<file path="config.mk">
export PLATFORM = sky130hd
export DESIGN_NAME = hash_rate_bcd_formatter_flat
export DESIGN_NICKNAME = d
export VERILOG_FILES = /design/src/rtl/hash_rate_bcd_formatter_pkg.sv /design/src/rtl/hash_rate_bcd_formatter_if.sv /design/src/rtl/hash_rate_bcd_formatter_bcd_digit_adj.sv /design/src/rtl/hash_rate_bcd_formatter.sv /design/src/flat_wrapper.sv
export SDC_FILE = /design/constraint.sdc
export NUM_CORES = 1
export LEC_CHECK = 0
export CAP_MARGIN = 5
export CORE_MARGIN = 2
export CORE_UTILIZATION = 25
export DETAILED_ROUTE_END_ITERATION = 12
export GPL_TIMING_DRIVEN = 0
export HOLD_SLACK_MARGIN = 0.03
export PLACE_DENSITY = 0.48
export SYNTH_ARGS = -nofsm -noshare
export SYNTH_HDL_FRONTEND = slang
export SYNTH_HIERARCHICAL = 1
export SYNTH_SLANG_ARGS = --single-unit
</file>
<file path="constraint.sdc">
create_clock -name clk -period 1.8 [get_ports clk]
set_input_delay 0.45 -clock clk [delete_from_list [all_inputs] [get_ports clk]]
set_output_delay 0.45 -clock clk [all_outputs]
set_load 0.005 [all_outputs]
</file>
<file path="src/rtl/hash_rate_bcd_formatter_pkg.sv">
// Shared types and constants for the hash-rate BCD formatter.
// Optional feature: define HASH_RATE_ROUND_EN to round half-up instead of truncating.
package hash_rate_bcd_formatter_pkg;

    typedef enum logic [1:0] {
        StIdle   = 2'd0,
        StShift  = 2'd1,
        StFormat = 2'd2
    } state_e;

    localparam int unsigned BCD_DIGITS = 5;

    localparam logic [2:0] DP_NONE   = 3'b000;
    localparam logic [2:0] DP_K_MID  = 3'b010;
    localparam logic [2:0] DP_K_HIGH = 3'b100;

    // Lower bounds of the "d3.d2d1" and "d4d3.d2" display ranges.
    localparam int unsigned RANGE_K_LOW  = 1000;
    localparam int unsigned RANGE_K_HIGH = 10000;

`ifdef HASH_RATE_ROUND_EN
    // Increment a 3-digit BCD window; bit 12 is the decimal carry out.
    function automatic logic [12:0] bcd3_inc(input logic [11:0] win);
        logic [12:0] res;
        logic        carry;
        res   = '0;
        carry = 1'b1;
        for (int i = 0; i < 3; i++) begin
            if (carry && win[4*i+:4] == 4'd9) begin
                res[4*i+:4] = 4'd0;
            end else if (carry) begin
                res[4*i+:4] = win[4*i+:4] + 4'd1;
                carry       = 1'b0;
            end else begin
                res[4*i+:4] = win[4*i+:4];
            end
        end
        res[12] = carry;
        return res;
    endfunction
`endif

endpackage

</file>
<file path="src/rtl/hash_rate_bcd_formatter_if.sv">
// Value input handshake plus formatted digit output bundle.
interface hash_rate_bcd_formatter_if #(
    parameter int unsigned VALUE_W = 16
);
    logic [VALUE_W-1:0] value;
    logic               value_valid;
    logic               value_ready;
    logic [11:0]        data;
    logic [2:0]         dp;
    logic               data_valid;

    // Producer of values / consumer of formatted digits.
    modport master (
        output value, value_valid,
        input  value_ready, data, dp, data_valid
    );

    // The formatter itself.
    modport slave (
        input  value, value_valid,
        output value_ready, data, dp, data_valid
    );
endinterface

</file>
<file path="src/rtl/hash_rate_bcd_formatter_bcd_digit_adj.sv">
// Double-dabble digit corrector: add 3 to a BCD digit that is 5 or more.
module bcd_digit_adj (
    input  logic [3:0] digit,
    output logic [3:0] corrected
);
    // Correction is a plain 4-bit add; no carry leaves the digit.
    always_comb begin
        corrected = (digit >= 4'd5) ? digit + 4'd3 : digit;
    end
endmodule

</file>
<file path="src/rtl/hash_rate_bcd_formatter.sv">
// Sequential binary-to-BCD converter and 3-digit scaler for the seven-segment display.
// Optional feature: define HASH_RATE_ROUND_EN to round half-up on the first dropped digit.
module hash_rate_bcd_formatter
    import hash_rate_bcd_formatter_pkg::*;
#(
    parameter int unsigned VALUE_W = 16
) (
    input logic                      clk,
    input logic                      rst_n,
    hash_rate_bcd_formatter_if.slave bus
);
    localparam int unsigned ITERS = VALUE_W;
    localparam int unsigned CNT_W = $clog2(ITERS + 1);
    localparam int unsigned BCD_W = 4 * BCD_DIGITS;

    state_e             state_q, state_d;
    logic [VALUE_W-1:0] shift_q;
    logic [VALUE_W-1:0] value_q;
    logic [BCD_W-1:0]   bcd_q;
    logic [BCD_W-1:0]   bcd_adj;
    logic [CNT_W-1:0]   cnt_q;
    logic [11:0]        data_q, fmt_data;
    logic [2:0]         dp_q, fmt_dp;
    logic               valid_q;
    logic               transfer;
`ifdef HASH_RATE_ROUND_EN
    logic [12:0]        inc;
`endif

    assign transfer = bus.value_valid && bus.value_ready;

    for (genvar i = 0; i < BCD_DIGITS; i++) begin : g_adj
        bcd_digit_adj u_adj (
            .digit     (bcd_q[4*i+:4]),
            .corrected (bcd_adj[4*i+:4])
        );
    end

    // FSM state register.
    always_ff @(posedge clk or negedge rst_n) begin
        if (!rst_n) begin
            state_q <= StIdle;
        end else begin
            state_q <= state_d;
        end
    end

    // FSM next-state logic.
    always_comb begin
        state_d = state_q;
        unique case (state_q)
            StIdle:   if (transfer) state_d = StShift;
            StShift:  if (cnt_q == CNT_W'(ITERS - 1)) state_d = StFormat;
            StFormat: state_d = StIdle;
            default:  state_d = StIdle;
        endcase
    end

    // FSM outputs.
    always_comb begin
        bus.value_ready = (state_q == StIdle);
    end

    // Capture on transfer, then one corrected shift per SHIFT cycle.
    always_ff @(posedge clk or negedge rst_n) begin
        if (!rst_n) begin
            shift_q <= '0;
            value_q <= '0;
            bcd_q   <= '0;
            cnt_q   <= '0;
        end else if (transfer) begin
            shift_q <= bus.value;
            value_q <= bus.value;
            bcd_q   <= '0;
            cnt_q   <= '0;
        end else if (state_q == StShift) begin
            {bcd_q, shift_q} <= {bcd_adj, shift_q} << 1;
            cnt_q            <= cnt_q + CNT_W'(1);
        end
    end

    // Pick the 3-digit window and decimal point from the finished BCD value.
    always_comb begin
        fmt_data = bcd_q[11:0];
        fmt_dp   = DP_NONE;
`ifdef HASH_RATE_ROUND_EN
        inc      = '0;
`endif
        if (32'(value_q) >= RANGE_K_HIGH) begin
            fmt_data = bcd_q[19:8];
            fmt_dp   = DP_K_MID;
`ifdef HASH_RATE_ROUND_EN
            // Max window here is 655, so the increment never carries out.
            if (bcd_q[7:4] >= 4'd5) begin
                inc      = bcd3_inc(bcd_q[19:8]);
                fmt_data = inc[11:0];
            end
`endif
        end else if (32'(value_q) >= RANGE_K_LOW) begin
            fmt_data = bcd_q[15:4];
            fmt_dp   = DP_K_HIGH;
`ifdef HASH_RATE_ROUND_EN
            if (bcd_q[3:0] >= 4'd5) begin
                inc = bcd3_inc(bcd_q[15:4]);
                if (inc[12]) begin
                    // 9995..9999 rounds to 10.0k.
                    fmt_data = 12'h100;
                    fmt_dp   = DP_K_MID;
                end else begin
                    fmt_data = inc[11:0];
                end
            end
`endif
        end
    end

    // Output registers: update and pulse valid in FORMAT, hold otherwise.
    always_ff @(posedge clk or negedge rst_n) begin
        if (!rst_n) begin
            data_q  <= 12'h000;
            dp_q    <= DP_NONE;
            valid_q <= 1'b0;
        end else begin
            valid_q <= (state_q == StFormat);
            if (state_q == StFormat) begin
                data_q <= fmt_data;
                dp_q   <= fmt_dp;
            end
        end
    end

    assign bus.data       = data_q;
    assign bus.dp         = dp_q;
    assign bus.data_valid = valid_q;

endmodule
</file>
<file path="src/flat_wrapper.sv">
// flat-port wrapper written by rule: the top's interface ports become plain ports
module hash_rate_bcd_formatter_flat import hash_rate_bcd_formatter_pkg::*;
#(
    parameter int unsigned VALUE_W = 16
)
  (clk, rst_n, bus_value, bus_value_valid, bus_value_ready, bus_data, bus_dp, bus_data_valid);
  hash_rate_bcd_formatter_if #(.VALUE_W(VALUE_W)) bus_i ();
  input logic clk;
  input logic rst_n;
  input wire logic [$bits(bus_i.value)-1:0] bus_value;
  input wire logic [$bits(bus_i.value_valid)-1:0] bus_value_valid;
  output wire logic [$bits(bus_i.value_ready)-1:0] bus_value_ready;
  output wire logic [$bits(bus_i.data)-1:0] bus_data;
  output wire logic [$bits(bus_i.dp)-1:0] bus_dp;
  output wire logic [$bits(bus_i.data_valid)-1:0] bus_data_valid;
  assign bus_i.value = bus_value;
  assign bus_i.value_valid = bus_value_valid;
  assign bus_value_ready = bus_i.value_ready;
  assign bus_data = bus_i.data;
  assign bus_dp = bus_i.dp;
  assign bus_data_valid = bus_i.data_valid;
  hash_rate_bcd_formatter #(.VALUE_W(VALUE_W)) u_core (.clk(clk), .rst_n(rst_n), .bus(bus_i));
endmodule
</file>
==> flow_metrics.env <==
export IMPL_period_share_pct=92.9
export IMPL_drtPass1Iterations=4
export IMPL_max_clock_freq_mhz=598
export IMPL_wire_per_inst_um=13.5
export IMPL_ys_warn_count=6
export IMPL_fill_cells=1510
export IMPL_layout_commonest_cell="nand2_1"
export IMPL_die_w_um=124
export IMPL_syn_nets=425
export IMPL_crit_type="flop to output pin"
export IMPL_crit_path_max_fanout=2
export IMPL_drtIter0Drc=105
export IMPL_r2r_cells=7
export IMPL_final_core_util_pct=31.5
export IMPL_setup_viol=0
export IMPL_cts_sinks=71
export IMPL_crit_chain="clkdlybuf4s50_1"
export IMPL_cts_root_buf="clkbuf_16"
export IMPL_cts_buffer_depth=2
export IMPL_grt_pass1_vias=2866
export IMPL_fin_cells=631
export IMPL_detail_route_antenna_nets=0
export IMPL_viasPerCell=4.45
export IMPL_r2r_start="u_core/state_q[0]"
export IMPL_grt_max_degree=61
export IMPL_grt_overflow_total=0
export IMPL_drc=0
export IMPL_placed_cells=613
export IMPL_layout_setup_ws_ns=0.127
export IMPL_rsz0062_at_grt="yes"
export IMPL_crit_path_start_kind="flop"
export IMPL_path_clk_slew_ns=0.06
export IMPL_syn_area_mm2=0.00363
export IMPL_end_kind="output pin"
export IMPL_cp_num_buf_inv=1
export IMPL_power_density_mw_per_mm2=1760
export IMPL_clock_latency_ns=0.33
export IMPL_drv_cap=0
export IMPL_cts_tree="built"
export IMPL_path_depth=1
export IMPL_core_mm2=0.0144
export IMPL_rr_endpoint="u_core/bus.data[2]"
export IMPL_clock_skew_ns=0.00818
export IMPL_vias=2808
export IMPL_ir_drop_mv=0.645
export IMPL_critical_path_top_delay_family="buffers and inverters"
export IMPL_synthCells=394
export IMPL_min_path_type="flop to flop"
export IMPL_cts_buffers=9
export IMPL_drive_gt1_share_pct=11.9
export IMPL_whs_ns=0.483
export IMPL_maxSlewViolCount=0
export IMPL_startpoint="u_core/bus.data[1]"
export IMPL_grtUsageTotal_pct=11.8
export IMPL_diodes=0
export IMPL_cp_data_arrival_time_ns=1.22
export IMPL_die_height_um=124
export IMPL_cp_required_ns=1.35
export IMPL_ios=36
export IMPL_port_buffers=34
export IMPL_place_ws_ns=-0.402
export IMPL_rows=44
export IMPL_nets=474
export IMPL_syn_to_final_growth_pct=24.8
export IMPL_p_leak_nw=2.20
export IMPL_worstSetupEndpoint="bus_data[1]"
export IMPL_status="completed"
export IMPL_htreeDepth=3
export IMPL_grt_pass1_wl_um=14600
export IMPL_hpwlAfterDp_um=5980
export IMPL_synth_avg_cell_area_um2=9.21
export IMPL_final_cell_mix="nand2_1, dfrtp_1, o21ai_0"
export IMPL_wirelength_um=8500
export IMPL_r2r_setup_slack_ns=0.15
export IMPL_die_area_mm2=0.0155
export IMPL_gp_congestion=0.747
export IMPL_antenna_found_initial=0
export IMPL_initial_utilization_pct=25.3
export IMPL_hold_viol_final=0
export IMPL_layout_min_cycle_time_ns=1.67
export IMPL_slowest_stage="clkdlybuf4s50_1"
export IMPL_max_stage_delay_ns=0.51
==> worst min path at each step <==
stage / startpoint / endpoint / slack, ns / cells past startpoint
3_5_place_dp: rst_n / u_core/shift_q[4] / 0.31 / 1
5_1_grt: u_core/shift_q[15] / u_core/bcd_q[0] / 0.51 / 2
2_1_floorplan: rst_n / u_core/bcd_q[0] / 0.15 / 0
6_report: u_core/shift_q[15] / u_core/bcd_q[0] / 0.48 / 2
4_1_cts: u_core/shift_q[15] / u_core/bcd_q[0] / 0.49 / 2
3_3_place_gp: u_core/shift_q[15] / u_core/bcd_q[0] / 0.47 / 2
==> power breakdown <==
part           internal [W]  total [W]  leakage, nW  switching, W
Sequential          0.00231    0.00300        0.891      0.000688
Combinational       0.00155    0.00335         1.17       0.00180
Clock              0.000955    0.00162        0.131      0.000662
==> area by class of cell <==
type / count / area (um2) / share of cell area [%]
multi-input combinational: 289 / 1700 / 37.6
tap: 184 / 230 / 5.08
buffer: 20 / 114 / 2.51
sequential: 71 / 1780 / 39.2
clock inverter: 4 / 22.5 / 0.497
timing repair buffer: 38 / 389 / 8.59
inverter: 14 / 52.6 / 1.16
clock buffer: 11 / 243 / 5.36
==> through the flow <==
step,total power (W),cell area (um2),setup TNS [ns]
global route,0.00874,4530,-0.0333
floorplan,0.00524,3630,0
global placement,0.00629,4200,-181.99
detailed placement,0.00639,4230,-16.14
CTS,0.00809,4520,0
finish,0.00797,4530,0
==> what timing repair did <==
| action | in CTS | in global routing |
|---|---|---|
| gates resized for setup | 3 | 9 |
| setup endpoints to repair | 30 | 16 |
| cloned | 0 | 0 |
| endpoints found under the hold margin | 11 | 0 |
| buffers inserted | 2 | 0 |
| hold buffers | 1 | 0 |
| pin swaps | 1 | 0 |
==> flip-flops by register name, summed over array words and instances, names as in the netlist <==
signal and cells:
u_core/bus.data_valid 1, u_core/value_q 13, u_core/bus.dp 2, u_core/state_q 2, u_core/bcd_q 20, u_core/cnt_q 5
u_core/shift_q 16, u_core/bus.data 12
==> per-layer routing <==
| metal | track usage (%) | part of all wire [%] | vias up |
|---|---|---|---|
| li1 | - | - | 1415 |
| met1 | 16.3 | 50 | 1334 |
| met2 | 17.8 | 45 | 50 |
| met3 | 3.31 | 3.9 | 9 |
| met4 | 3.70 | 1.0 | 0 |
| met5 | 0 | 0 | - |
Note: power is estimated with default switching activity, not from simulation.
